## src/rtl/gpio_axi_v2_if.sv

```systemverilog
// gpio_axi_v2_if: AXI4-Lite bus bundle; master drives requests, slave answers
interface gpio_axi_v2_if;
  logic [31:0] S_AWADDR;
  logic [2:0]  S_AWPROT;
  logic        S_AWVALID;
  logic        S_AWREADY;
  logic [31:0] S_WDATA;
  logic [3:0]  S_WSTRB;
  logic        S_WVALID;
  logic        S_WREADY;
  logic [1:0]  S_BRESP;
  logic        S_BVALID;
  logic        S_BREADY;
  logic [31:0] S_ARADDR;
  logic [2:0]  S_ARPROT;
  logic        S_ARVALID;
  logic        S_ARREADY;
  logic [31:0] S_RDATA;
  logic [1:0]  S_RRESP;
  logic        S_RVALID;
  logic        S_RREADY;
  modport slave (
    input  S_AWADDR, S_AWPROT, S_AWVALID, S_WDATA, S_WSTRB, S_WVALID, S_BREADY,
           S_ARADDR, S_ARPROT, S_ARVALID, S_RREADY,
    output S_AWREADY, S_WREADY, S_BRESP, S_BVALID, S_ARREADY, S_RDATA, S_RRESP, S_RVALID
  );
  modport master (
    output S_AWADDR, S_AWPROT, S_AWVALID, S_WDATA, S_WSTRB, S_WVALID, S_BREADY,
           S_ARADDR, S_ARPROT, S_ARVALID, S_RREADY,
    input  S_AWREADY, S_WREADY, S_BRESP, S_BVALID, S_ARREADY, S_RDATA, S_RRESP, S_RVALID
  );
endinterface

```

## src/rtl/gpio_axi_v2.sv

```systemverilog
// gpio_axi_v2: AXI4-Lite GPIO with set/clear/toggle, input synchronisers and optional pin interrupts
// Ports: aclk, aresetn (async assert, active-low); s (AXI4-Lite slave); gpio_in (async pads);
//   gpio_out (OUT), gpio_oe (DIR, 1 = drive); irq (registered OR of STATUS & EN).
// Define GPIO_AXI_V2_IRQ_EN to build the interrupt block (offsets 0x18..0x2C).
module gpio_axi_v2 #(
  parameter int WIDTH = 32,
  parameter int SYNC_STAGES = 2,
  parameter logic [WIDTH-1:0] OUT_RESET = '0
) (
  input  logic             aclk,
  input  logic             aresetn,
  gpio_axi_v2_if.slave     s,
  input  logic [WIDTH-1:0] gpio_in,
  output logic [WIDTH-1:0] gpio_out,
  output logic [WIDTH-1:0] gpio_oe,
  output logic             irq
);
  typedef enum logic [1:0] {W_IDLE, W_WAITW, W_WAITA, W_RESP} w_state_e;
  typedef enum logic {R_IDLE, R_RESP} r_state_e;
  w_state_e w_q, w_d;
  r_state_e r_q, r_d;
  logic awready_q, wready_q, arready_q, aw_hs, w_hs, ar_hs, wr, unused_ok;
  logic [31:0] awaddr_q, wdata_q, rdata_q, rdata_d, wa, wd, m;
  logic [3:0] wstrb_q, ws, widx, ridx;
  logic [1:0] bresp_q, rresp_q;
  logic [WIDTH-1:0] dir_q, out_q, out_d, in_s, wv, mv;
  logic [SYNC_STAGES-1:0][WIDTH-1:0] sync_q;
`ifdef GPIO_AXI_V2_IRQ_EN
  logic [WIDTH-1:0] en_q, type_q, pol_q, both_q, status_q, prev_q, rise, fall, ev, w1c;
  logic [2:0] arm_q;
  logic armed, irq_q;
`endif
  assign aw_hs = s.S_AWVALID & awready_q;
  assign w_hs = s.S_WVALID & wready_q;
  assign ar_hs = s.S_ARVALID & arready_q;
  // a handshake landing this cycle is used directly, otherwise the held copy
  assign wa = aw_hs ? s.S_AWADDR : awaddr_q;
  assign wd = w_hs ? s.S_WDATA : wdata_q;
  assign ws = w_hs ? s.S_WSTRB : wstrb_q;
  assign m = {{8{ws[3]}}, {8{ws[2]}}, {8{ws[1]}}, {8{ws[0]}}};
  assign mv = m[WIDTH-1:0];
  assign wv = wd[WIDTH-1:0] & mv;
  assign widx = wa[5:2];
  assign ridx = s.S_ARADDR[5:2];
  assign in_s = sync_q[SYNC_STAGES-1];
  assign unused_ok = ^{s.S_AWPROT, s.S_ARPROT, wa[31:6], wa[1:0], s.S_ARADDR[31:6], s.S_ARADDR[1:0]};
  always_comb begin
    w_d = w_q;
    case (w_q)
      W_IDLE:  w_d = aw_hs && w_hs ? W_RESP : aw_hs ? W_WAITW : w_hs ? W_WAITA : W_IDLE;
      W_WAITW: w_d = w_hs ? W_RESP : W_WAITW;
      W_WAITA: w_d = aw_hs ? W_RESP : W_WAITA;
      default: w_d = s.S_BREADY ? W_IDLE : W_RESP;
    endcase
  end
  assign r_d = r_q == R_IDLE ? (ar_hs ? R_RESP : R_IDLE) : (s.S_RREADY ? R_IDLE : R_RESP);
  assign wr = w_q != W_RESP && w_d == W_RESP;
  assign out_d = !wr ? out_q : widx == 4'd1 ? (out_q & ~mv) | wv : widx == 4'd3 ? out_q | wv :
                 widx == 4'd4 ? out_q & ~wv : widx == 4'd5 ? out_q ^ wv : out_q;
  always_comb begin
    rdata_d = '0;
    case (ridx)
      4'd0:    rdata_d = 32'(dir_q);
      4'd1:    rdata_d = 32'(out_q);
      4'd2:    rdata_d = 32'(in_s);
`ifdef GPIO_AXI_V2_IRQ_EN
      4'd6:    rdata_d = 32'(en_q);
      4'd7:    rdata_d = 32'(type_q);
      4'd8:    rdata_d = 32'(pol_q);
      4'd9:    rdata_d = 32'(both_q);
      4'd10:   rdata_d = 32'(status_q);
      4'd11:   rdata_d = 32'(status_q & en_q);
`endif
      default: rdata_d = '0;
    endcase
  end
  always_ff @(posedge aclk or negedge aresetn)
    if (!aresetn) begin
      w_q <= W_IDLE;
      r_q <= R_IDLE;
      awready_q <= 1'b0;
      wready_q <= 1'b0;
      arready_q <= 1'b0;
      awaddr_q <= '0;
      wdata_q <= '0;
      wstrb_q <= '0;
      bresp_q <= '0;
      rresp_q <= '0;
      rdata_q <= '0;
      dir_q <= '0;
      out_q <= OUT_RESET;
      sync_q <= '0;
    end else begin
      w_q <= w_d;
      r_q <= r_d;
      awready_q <= w_d == W_IDLE || w_d == W_WAITA;
      wready_q <= w_d == W_IDLE || w_d == W_WAITW;
      arready_q <= r_d == R_IDLE;
      if (aw_hs) awaddr_q <= s.S_AWADDR;
      if (w_hs) begin
        wdata_q <= s.S_WDATA;
        wstrb_q <= s.S_WSTRB;
      end
      if (wr) bresp_q <= widx >= 4'd12 ? 2'b10 : 2'b00;
      if (ar_hs) begin
        rdata_q <= rdata_d;
        rresp_q <= ridx >= 4'd12 ? 2'b10 : 2'b00;
      end
      dir_q <= wr && widx == 4'd0 ? (dir_q & ~mv) | wv : dir_q;
      out_q <= out_d;
      sync_q <= {sync_q[SYNC_STAGES-2:0], gpio_in};
    end
`ifdef GPIO_AXI_V2_IRQ_EN
  // edges are ignored until the synchroniser has flushed the zeros it held in reset
  assign armed = arm_q == 3'(SYNC_STAGES + 1);
  assign rise = in_s & ~prev_q;
  assign fall = ~in_s & prev_q;
  assign ev = (type_q & {WIDTH{armed}} & ((both_q & (rise | fall)) | (~both_q & pol_q & rise) |
              (~both_q & ~pol_q & fall))) | (~type_q & ~(pol_q ^ in_s));
  assign w1c = wr && widx == 4'd10 ? wv : '0;
  always_ff @(posedge aclk or negedge aresetn)
    if (!aresetn) begin
      arm_q <= '0;
      prev_q <= '0;
      en_q <= '0;
      type_q <= '0;
      pol_q <= '0;
      both_q <= '0;
      status_q <= '0;
      irq_q <= 1'b0;
    end else begin
      arm_q <= armed ? arm_q : arm_q + 3'd1;
      prev_q <= in_s;
      en_q <= wr && widx == 4'd6 ? (en_q & ~mv) | wv : en_q;
      type_q <= wr && widx == 4'd7 ? (type_q & ~mv) | wv : type_q;
      pol_q <= wr && widx == 4'd8 ? (pol_q & ~mv) | wv : pol_q;
      both_q <= wr && widx == 4'd9 ? (both_q & ~mv) | wv : both_q;
      status_q <= (status_q & ~w1c) | ev;
      irq_q <= |(status_q & en_q);
    end
  assign irq = irq_q;
`else
  assign irq = 1'b0;
`endif
  assign s.S_AWREADY = awready_q;
  assign s.S_WREADY = wready_q;
  assign s.S_BVALID = w_q == W_RESP;
  assign s.S_BRESP = bresp_q;
  assign s.S_ARREADY = arready_q;
  assign s.S_RVALID = r_q == R_RESP;
  assign s.S_RDATA = rdata_q;
  assign s.S_RRESP = rresp_q;
  assign gpio_out = out_q;
  assign gpio_oe = dir_q;
endmodule
```

## src/flat_wrapper.sv

```systemverilog
// flat-port wrapper written by rule: the top's interface ports become plain ports
module gpio_axi_v2_flat 
#(
  parameter int WIDTH = 32,
  parameter int SYNC_STAGES = 2,
  parameter logic [WIDTH-1:0] OUT_RESET = '0
)
  (aclk, aresetn, gpio_in, gpio_out, gpio_oe, irq, s_S_AWADDR, s_S_AWPROT, s_S_AWVALID, s_S_WDATA, s_S_WSTRB, s_S_WVALID, s_S_BREADY, s_S_ARADDR, s_S_ARPROT, s_S_ARVALID, s_S_RREADY, s_S_AWREADY, s_S_WREADY, s_S_BRESP, s_S_BVALID, s_S_ARREADY, s_S_RDATA, s_S_RRESP, s_S_RVALID);
  gpio_axi_v2_if s_i ();
  input  logic aclk;
  input  logic aresetn;
  input  logic [WIDTH-1:0] gpio_in;
  output logic [WIDTH-1:0] gpio_out;
  output logic [WIDTH-1:0] gpio_oe;
  output logic irq;
  input wire logic [$bits(s_i.S_AWADDR)-1:0] s_S_AWADDR;
  input wire logic [$bits(s_i.S_AWPROT)-1:0] s_S_AWPROT;
  input wire logic [$bits(s_i.S_AWVALID)-1:0] s_S_AWVALID;
  input wire logic [$bits(s_i.S_WDATA)-1:0] s_S_WDATA;
  input wire logic [$bits(s_i.S_WSTRB)-1:0] s_S_WSTRB;
  input wire logic [$bits(s_i.S_WVALID)-1:0] s_S_WVALID;
  input wire logic [$bits(s_i.S_BREADY)-1:0] s_S_BREADY;
  input wire logic [$bits(s_i.S_ARADDR)-1:0] s_S_ARADDR;
  input wire logic [$bits(s_i.S_ARPROT)-1:0] s_S_ARPROT;
  input wire logic [$bits(s_i.S_ARVALID)-1:0] s_S_ARVALID;
  input wire logic [$bits(s_i.S_RREADY)-1:0] s_S_RREADY;
  output wire logic [$bits(s_i.S_AWREADY)-1:0] s_S_AWREADY;
  output wire logic [$bits(s_i.S_WREADY)-1:0] s_S_WREADY;
  output wire logic [$bits(s_i.S_BRESP)-1:0] s_S_BRESP;
  output wire logic [$bits(s_i.S_BVALID)-1:0] s_S_BVALID;
  output wire logic [$bits(s_i.S_ARREADY)-1:0] s_S_ARREADY;
  output wire logic [$bits(s_i.S_RDATA)-1:0] s_S_RDATA;
  output wire logic [$bits(s_i.S_RRESP)-1:0] s_S_RRESP;
  output wire logic [$bits(s_i.S_RVALID)-1:0] s_S_RVALID;
  assign s_i.S_AWADDR = s_S_AWADDR;
  assign s_i.S_AWPROT = s_S_AWPROT;
  assign s_i.S_AWVALID = s_S_AWVALID;
  assign s_i.S_WDATA = s_S_WDATA;
  assign s_i.S_WSTRB = s_S_WSTRB;
  assign s_i.S_WVALID = s_S_WVALID;
  assign s_i.S_BREADY = s_S_BREADY;
  assign s_i.S_ARADDR = s_S_ARADDR;
  assign s_i.S_ARPROT = s_S_ARPROT;
  assign s_i.S_ARVALID = s_S_ARVALID;
  assign s_i.S_RREADY = s_S_RREADY;
  assign s_S_AWREADY = s_i.S_AWREADY;
  assign s_S_WREADY = s_i.S_WREADY;
  assign s_S_BRESP = s_i.S_BRESP;
  assign s_S_BVALID = s_i.S_BVALID;
  assign s_S_ARREADY = s_i.S_ARREADY;
  assign s_S_RDATA = s_i.S_RDATA;
  assign s_S_RRESP = s_i.S_RRESP;
  assign s_S_RVALID = s_i.S_RVALID;
  gpio_axi_v2 #(.WIDTH(WIDTH), .SYNC_STAGES(SYNC_STAGES), .OUT_RESET(OUT_RESET)) u_core (.aclk(aclk), .aresetn(aresetn), .s(s_i), .gpio_in(gpio_in), .gpio_out(gpio_out), .gpio_oe(gpio_oe), .irq(irq));
endmodule
```

## config.mk

```make
export PLATFORM = sky130hd
export DESIGN_NAME = gpio_axi_v2_flat
export DESIGN_NICKNAME = d
export VERILOG_FILES = /design/src/rtl/gpio_axi_v2_if.sv /design/src/rtl/gpio_axi_v2.sv /design/src/flat_wrapper.sv
export SDC_FILE = /design/constraint.sdc
export NUM_CORES = 1
export LEC_CHECK = 0
export CORE_MARGIN = 1
export CORE_UTILIZATION = 51
export CTS_BUF_LIST = sky130_fd_sc_hd__clkbuf_16
export DETAILED_ROUTE_END_ITERATION = 12
export PLACE_DENSITY = 0.87
export SKIP_CTS_REPAIR_TIMING = 1
export SLEW_MARGIN = 20
export SYNTH_ARGS = -nofsm -noshare
export SYNTH_HDL_FRONTEND = slang
export SYNTH_SLANG_ARGS = --single-unit
export TNS_END_PERCENT = 50
```

## constraint.sdc

```tcl
create_clock -name aclk -period 2.8 [get_ports aclk]
set_clock_uncertainty 0.05 [all_clocks]
set_input_delay 0.56 -clock aclk [delete_from_list [all_inputs] [get_ports aclk]]
set_output_delay 0.56 -clock aclk [all_outputs]
set_load 0.01 [all_outputs]
```

======== After elaboration in Yosys (flattened, before gate mapping) ========
Cells that the tools add are included.
word-level totals
  bits in registers ....................... 212
  latch bits .............................. 0
  RAM bits ................................ 0
  ROM bits ................................ 0
  input port bits ......................... 145
  memories ................................ 0
operators by class
  add/subtract/negate cells ............... 0
  multiply operators ...................... 0
  divide/modulo/power cells ............... 0
  magnitude comparators ................... 2
  equality and inequality tests ........... 13
  shift-type cells ........................ 0
  muxes and demuxes ....................... 20
  bitwise logic cells ..................... 14
  reductions and logical operators ........ 11
operator list
  operator                                                   number
  2-to-1 mux 32 bit                                          5
  bitwise AND 32 bit                                         4
  OR 32 bit                                                  3
  case mux 32 bit (3 select lines)                           1
  NOT 32 bit                                                 2
  bitwise XOR 32 bit                                         1
  2-to-1 mux 2 bit                                           7
  == test 2 bit (second input constant)                      4
  == test 4 x 1 -> 1 bit (second input constant)             2
  == test 4 x 2 -> 1 bit (second input constant)             2
  == test 4 x 3 -> 1 bit (second input constant)             2
  greater-or-equal comparator 4 bit (second input constant)  2
  logical NOT 4 bit                                          2
  2-to-1 mux 6 bit                                           1
  case mux 2 bit (3 select lines)                            1
  == test 2 x 1 -> 1 bit (second input constant)             2
  logical NOT 2 bit                                          2
  2-to-1 mux 1 bit                                           4
  2-to-1 mux 4 bit                                           1
  nonzero test 4 bit                                         1
  bitwise AND 1 bit                                          3
  logical AND 1 bit                                          3
  logical OR 1 bit                                           2
  != test 2 bit (second input constant)                      1
  other kinds (2)                                            2

======== Logic depth before layout (Yosys ltp) ========
Gate-level depths: netlist of the first run.
  depth in word-level cells ............... 8
  depth in mapped cells ................... 10
  mapped depth without buffers ............ 8

======== Worst setup path before layout of the first run ========
Ideal clock, no wire load.
  path kind ............................... input port to flip-flop
  from .................................... in s_S_WVALID
  to ...................................... reg with a tool-made name
  data arrival time ....................... 2.059 ns
  required time ........................... 2.628 ns
  setup slack ............................. 0.570 ns
  stages on the path ...................... 10
  path buffers ............................ 2
  cells stage by stage .................... and2_1 -> buf_4 -> clkbuf_1 -> and3_1 -> nor2_1 -> ha_1 -> o21ai_0 -> a21oi_1 -> o21bai_1 -> a32o_1
RTL lines
  what                RTL line            text
  start: declaration  flat_wrapper.sv:21  input wire logic [$bits(s_i.S_WVALID)-1:0] s_S_WVALID;

==> results of run 1 <==
## layer usage
layer	part of all wire [%]	routed length, µm	vias up	track usage, %
met1	40	12000	4522	36.3
met3	9.1	2750	61	4.81
met4	2.9	871	0	11.4
li1	-	-	4069	-
met2	49	14700	511	45.2
met5	0	0	-	0
## critical path, delay by kind of cell
family	cells	cell delay, ns
compound gates	4	0.65
fa+ha+maj	1	0.19
buf+inv	2	0.70
simple gates	3	0.66
## per-stage QoR
stage	setup slack, ns	util, %	cell area [µm²]
3_5_place_dp	-0.131	64.2	13200
5_1_grt	0.248	67.8	13900
3_3_place_gp	-0.0284	64.2	13200
2_1_floorplan	0.570	-	10800
6_report	0.338	67.8	13900
4_1_cts	0.384	67.7	13900
## placed cells by master, fill, tap and decap left out, types with 4 or more instances in the layout
cell / netlist / final
dfrtp_1: 208 / 208
clkdlybuf4s50_1: 0 / 184
nand2_1: 138 / 137
o21ai_0: 68 / 68
ha_1: 64 / 64
and3_1: 61 / 61
inv_1: 41 / 47
buf_4: 7 / 43
a21oi_1: 36 / 36
nor2_1: 35 / 33
o21bai_1: 33 / 33
a32o_1: 32 / 32
mux2_4: 32 / 32
a222oi_1: 32 / 32
o21a_1: 31 / 31
o211ai_1: 30 / 30
o311ai_0: 25 / 25
clkbuf_16: 0 / 23
buf_12: 0 / 10
o21ai_2: 4 / 5
a211oi_1: 5 / 5
o311ai_1: 5 / 5
mux2i_2: 4 / 4
nor2_8: 4 / 4
## cell families (layout without fill, tap and decap cells)
| family | after synthesis | count (layout) |
|---|---|---|
| AOI/OAI and AO/OA | 316 | 316 |
| and+or+nand+nor | 259 | 259 |
| DFF | 208 | 208 |
| buffers and inverters | 117 | 319 |
| adders and majority gates | 64 | 64 |
| muxes | 38 | 38 |
| other | 1 | 4 |
## power by group through the flow
stage,sequential [mW],clock (mW),combinational [mW]
floorplan,4.47,0,4.13
global placement,4.54,0,6.30
detailed placement,4.56,0,6.58
CTS,4.53,2.99,6.65
global route,4.63,3.11,7.29
finish,4.56,2.93,6.72
## final timing paths
check                                         from                   end  slack (ns)  depth (start not counted)
worst max-delay path                    s_S_WVALID             flip-flop        0.34                         10
worst min-delay path              u_core.sync_q[9]        u_core.in_s[9]        0.30                          0
worst max register to register  u_core.s.S_AWREADY             flip-flop        0.45                          5
worst min register to register    u_core.sync_q[9]        u_core.in_s[9]        0.30                          0
max in group asynchronous                  aresetn  u_core.s.S_RDATA[29]        1.40                          3
min in group asynchronous                  aresetn  u_core.s.S_RDATA[12]        0.55                          2
## final cells by class
| class | count | area, µm² |
|---|---|---|
| Tap cell | 270 | 338 |
| Clock inverter | 15 | 146 |
| Sequential cell | 208 | 5200 |
| Fill cell | 1469 | 6610 |
| Multi-Input combinational cell | 680 | 5070 |
| Inverter | 42 | 158 |
| Clock buffer | 23 | 576 |
| Antenna cell | 1 | 2.50 |
| Timing Repair Buffer | 239 | 2390 |
==> impl_summary.log, run 1 <==
[metrics] result of the run: finished, final reports clean
[metrics] count of synthesis-stage warnings from yosys: 0
[metrics] Worst setup SP type: input port
[metrics] slowest CP cell: clkdlybuf4s50_1
[metrics] unrepaired setup endpoints after global routing: no
[metrics] most common cell in the synthesized netlist: dfrtp_1
[metrics] Seq/Total Area, Yosys: 48.3%
[metrics] transition time at the pin with the least slew margin: 0.531 ns
[metrics] Max Cap Viol: 0
[metrics] global placement routability congestion: 0.859
[metrics] Root Driver: clkbuf_16
[metrics] share of post-route cells with drive strength above 1: 12.4%
[metrics] Synth top cells by count: dfrtp_1 (208), nand2_1 (138), o21ai_0 (68)
[metrics] fraction of power spent switching nets: 39.1%
[metrics] Remaining Overflow, GRT: 0
[metrics] Die X: 147 µm
[metrics] area growth from synthesis to layout: 29.0%
[metrics] Die Y-Extent: 147 µm
[metrics] total length of routed wires: 30.3 mm
[metrics] drt first-iter violations: 1,180
[metrics] antenna violations before repair: 1
[metrics] sequential power share: 32.1%
[metrics] Critical Path Sink Type: flip-flop
[metrics] vias per inst: 6.20
[metrics] final hold violation count: 0
[metrics] post-synthesis sequential element count: 208
[metrics] number of enable flip-flop cells after synthesis: 0
[metrics] Leak Pwr: 6.15 nW
[metrics] post-synthesis adder-cell area fraction: 7.44%
[metrics] worst supply voltage drop on vdd: 0.000599 V
[metrics] maximum count of clock buffers along a single path: 3
[metrics] antenna viol nets, final: 0
[metrics] total clock sinks: 208
[metrics] average routed wire per standard cell: 20.5 µm
[metrics] combinational family with the most area after synthesis: compound AO/OA/AOI/OAI gates
[metrics] number of global-route vias before repair: 9,294
[metrics] Worst Path Max Fanout: 22
[metrics] clock latency at the later pin of the worst-skew pair: 0.51 ns
[metrics] TritonCTS clock tree: built
[metrics] DRT Pass-1 Iters: 6
[metrics] post-layout instance count excluding filler cells: 1,478
[metrics] Worst path max stage delay: 0.53 ns
[metrics] Post-layout nets: 1,402
[metrics] Sum Neg Setup Slack: 0 ns
[metrics] count of placed standard cells including taps: 1,438
[metrics] Total Die Area: 21,700 µm²
[metrics] clock share of power: 20.7%
[metrics] Port Buffers: 185
[metrics] Design Power: 14.2 mW
[metrics] biggest area contributors in the synthesized netlist: dfrtp_1 (48%), ha_1 (7.4%), nand2_1 (4.8%)
[metrics] proportion of netlist area held by the largest area contributor: 48.3%
[metrics] synthesized cell area: 10,800 µm²
[metrics] total power per unit cell area: 1020 nW/µm²
[metrics] Setup violations, final: 0
[metrics] portion of netlist area occupied by mux cells: 5.17%
[metrics] Overall Global Routing Usage: 27.6%
[metrics] distinct cell type count after synthesis: 55
[metrics] final routed DRC violation total: 0
[metrics] xor/xnor cell area share of the yosys netlist: 0%
[metrics] Achievable Freq: 406 MHz
[metrics] CP arrival: 2.80 ns
[metrics] async set-reset flop share out of synthesis: 100%
[metrics] Worst Setup Path Type: input port to flip-flop
[metrics] post-synthesis compound-gate area fraction: 22.0%
[metrics] pins over their slew limit: 0
[metrics] total core area: 20,500 µm²
[metrics] IO Count: 251
[metrics] H-tree depth: 1
[metrics] Worst Hold Margin: 0.297 ns
[metrics] Post-synth top flop: dfrtp_1
[metrics] worst min-delay path class: flip-flop to flip-flop
[metrics] total number of vias: 9,163
[metrics] simple-gate portion of the synthesized area: 12.0%
[metrics] Max-Slew Margin vs Limit: 64.6%
[metrics] # rows: 52
[metrics] CP cell instances: clkdlybuf4s50_1 -> and2_2 -> buf_12 -> and3_1 -> nor2_1 -> ha_1 -> o21ai_0 -> a21oi_1 -> o21bai_1 -> a32o_1
[metrics] net switching power of the design: 5.55 mW
[metrics] Initial Utilization: 52.5%
[metrics] portion of the clock cycle consumed by the worst path in the final layout: 87.9%
[metrics] P_int: 8.65 mW
[metrics] wire length of the first global-routing pass: 47.9 mm
[metrics] Worst-path clk slew: 0.06 ns
[metrics] pin count of the biggest net entering global routing: 70
[metrics] mean cell area of the mapped netlist: 10.7 µm²
[metrics] Period minus WS final: 2.46 ns
[metrics] Crit path required time: 3.14 ns
[metrics] Post-Synthesis Cells: 1,003
[metrics] number of clock buffers inserted by TritonCTS: 22
[metrics] placed wire-length estimate: 19.8 mm
[metrics] share of power burned in combinational logic: 47.3%
[metrics] cell taking the most area after synthesis: dfrtp_1
Note: power is estimated with default switching activity, not from simulation.
==> inputs of run 2 (changes only) <==
==> constraint.sdc (replaced) <==
create_clock -name aclk -period 2.4 [get_ports aclk]
set_clock_uncertainty 0.05 [all_clocks]
set_input_delay 0.48 -clock aclk [delete_from_list [all_inputs] [get_ports aclk]]
set_output_delay 0.48 -clock aclk [all_outputs]
set_load 0.01 [all_outputs]
==> impl_summary.log, run 2 (synthesis gave the netlist of run 1 again) <==
[metrics] result of the run: finished, final reports clean
[metrics] Worst setup SP type: input port
[metrics] Leak Pwr: 6.29 nW (+2.2%)
[metrics] Overall Global Routing Usage: 29.1% (+1.5 points)
[metrics] Total Die Area: 21,700 µm² (unchanged)
[metrics] startpoint of the worst setup timing path: s_S_AWVALID
[metrics] total power per unit cell area: 1180 nW/µm² (+15%)
[metrics] antenna viol nets, final: 0 (unchanged)
[metrics] Port Buffers: 185 (unchanged)
[metrics] Root Driver: clkbuf_16
[metrics] pin count of the biggest net entering global routing: 59 (-16%)
[metrics] TritonCTS clock tree: built
[metrics] IO Count: 251 (unchanged)
[metrics] drt first-iter violations: 1,026 (-13%)
[metrics] startpoint of the worst-slack reg-to-reg timing path: u_core.s.S_WREADY
[metrics] Layout Cell Area excl Fill: 14,100 µm² (+1.4%)
[metrics] total length of routed met3 wires: 2.33 mm (-15%)
[metrics] total area of sequential cells: 5210 µm² (about the same)
[metrics] sequential power share: 32.0% (about the same)
[metrics] H-tree depth: 1 (unchanged)
[metrics] vias per inst: 6.07 (-2.1%)
[metrics] average routed wire per standard cell: 20.5 µm (about the same)
[metrics] Die X: 147 µm (unchanged)
[metrics] M1 WL: 12.5 mm (+3.9%)
[metrics] total number of vias: 9,140 (-0.25%)
[metrics] Period minus WS final: 2.25 ns
[metrics] maximum count of clock buffers along a single path: 3 (unchanged)
[metrics] Setup violations, final: 0 (unchanged)
[metrics] Max Cap Viol: 0 (unchanged)
[metrics] total length of routed wires: 30.9 mm (+1.9%)
[metrics] final hold violation count: 0 (unchanged)
[metrics] P_int: 10.0 mW (+16%)
[metrics] Worst path max stage delay: 0.46 ns (-0.07 ns)
[metrics] commonest non-fill, non-tap cell in the layout: dfrtp_1
[metrics] Sum Neg Setup Slack: 0 ns (unchanged)
[metrics] footprint of the multi-input gates: 5070 µm² (about the same)
[metrics] Post-layout nets: 1,432 (+2.1%)
[metrics] Worst Setup Path Type: input port to flip-flop
[metrics] Die Y-Extent: 147 µm (unchanged)
[metrics] Worst Path Max Fanout: 9 (-59%)
[metrics] total core area: 20,500 µm² (unchanged)
[metrics] Worst-path clk slew: 0.06 ns (about the same)
[metrics] Remaining Overflow, GRT: 0 (unchanged)
[metrics] number of clock buffers inserted by TritonCTS: 22 (unchanged)
[metrics] worst min-delay path startpoint: u_core.sync_q[0]
[metrics] Worst Hold Margin: 0.293 ns (-0.00385 ns)
[metrics] clock share of power: 18.3% (-2.4 points)
[metrics] met2 layer wire length in the routed design: 15.2 mm (+3.2%)
[metrics] Crit path required time: 2.73 ns (-0.41 ns)
[metrics] fraction of power spent switching nets: 39.6% (+0.53 points)
[metrics] placed wire-length estimate: 21.1 mm (+6.7%)
[metrics] DRT Pass-1 Iters: 8 (+2)
[metrics] antenna violations before repair: 0 (-1)
[metrics] CP arrival: 2.59 ns (-0.21 ns)
[metrics] worst supply voltage drop on vdd: 0.000621 V (+3.7%)
[metrics] dpl cell area: 13,400 µm² (+2.2%)
[metrics] net switching power of the design: 6.58 mW (+18%)
[metrics] number of global-route vias before repair: 9,548 (+2.7%)
[metrics] slowest CP cell: clkdlybuf4s50_1
[metrics] final antenna diode count: 0 (-1)
[metrics] global placement routability congestion: 0.840 (-2.2%)
[metrics] wire length of the first global-routing pass: 50.1 mm (+4.7%)
[metrics] commonest cells after routing, fill and taps aside: dfrtp_1 (207), clkdlybuf4s50_1 (183), nand2_1 (137)
[metrics] unrepaired setup endpoints after global routing: no
[metrics] Achievable Freq: 444 MHz
[metrics] Critical Path Sink Type: flip-flop
[metrics] portion of the clock cycle consumed by the worst path in the final layout: 93.9%
[metrics] Fill cells: 1,469 (unchanged)
[metrics] # rows: 52 (unchanged)
[metrics] final routed DRC violation total: 0 (unchanged)
[metrics] Initial Utilization: 52.5% (unchanged)
[metrics] share of post-route cells with drive strength above 1: 14.4% (+2.0 points)
[metrics] pins over their slew limit: 0 (unchanged)
[metrics] total clock sinks: 208 (unchanged)
[metrics] highest metal layer with signal wires: met4
[metrics] clock latency at the later pin of the worst-skew pair: 0.51 ns (about the same)
[metrics] CP cell instances: clkdlybuf4s50_1 -> buf_4 -> and4bb_1 -> o221a_2 -> nand3_4 -> nor2_8 -> mux2_4
[metrics] Largest delay share family, worst path: simple AND/OR/NAND/NOR gates
[metrics] area growth from synthesis to layout: 30.8%
[metrics] Crit path buffers/inverters: 2 (unchanged)
[metrics] worst min-delay path class: flip-flop to flip-flop
[metrics] share of power burned in combinational logic: 49.7% (+2.4 points)
run 2: area by class of cell:
cell class / instances / share of cell area, %
well taps: 270 / 2.40
flip-flops and latches: 208 / 37.0
multi-input cells: 680 / 36.0
inverters: 42 / 1.12
clock buffers: 22 / 3.91
clock inverters: 15 / 0.542
repair buffers: 269 / 19.0
run 2: worst reg2reg max path: stages (launching register included):
cell and delay [ns]:
dfrtp_1 0.46, and2_4 0.21, buf_12 0.17, and3_1 0.23
nor2_2 0.17, ha_1 0.20, o21ai_0 0.10, a21oi_1 0.19
o21bai_1 0.10, a32o_1 0.24
run 2: stage by stage:
stage / util (%) / setup slack, ns / std cells / power [mW]
CTS: 68.6 / 0.0391 / 1505 / 16.6
detailed placement: 65.6 / -0.377 / 1468 / 13.4
global route: 68.7 / 0.0813 / 1506 / 17.7
global placement: 65.6 / -0.294 / 1468 / 13.0
floorplan: - / 0.250 / 1005 / 10.0
finish: 68.7 / 0.146 / 1506 / 16.6
run 2: power by group through the flow:
stage                     clock network [mW]  registers (mW)  logic, mW
after floorplan                            0            5.21       4.82
after global placement                     0            5.29       7.74
after detailed placement                   0            5.32       8.10
after CTS                               3.08            5.28       8.20
after global routing                    3.23            5.41       9.02
final                                   3.05            5.31       8.25
run 2: path summary, 6_finish.rpt:
check,to,cells after the start,slack [ns]
worst max-delay path,flip-flop,7,0.15
worst min-delay path,u_core.in_s[0],0,0.29
worst max register to register,flip-flop,9,0.19
worst min register to register,u_core.in_s[0],0,0.29
max in group asynchronous,async pin,3,1.11
min in group asynchronous,u_core.in_s[12],2,0.43
run 2: per-layer routing:
| layer | vias up | GRT usage [%] |
|---|---|---|
| met3 | 67 | 4.41 |
| met2 | 457 | 47.8 |
| met5 | - | 0 |
| met4 | 0 | 12.6 |
| met1 | 4495 | 38.3 |
| li1 | 4121 | - |
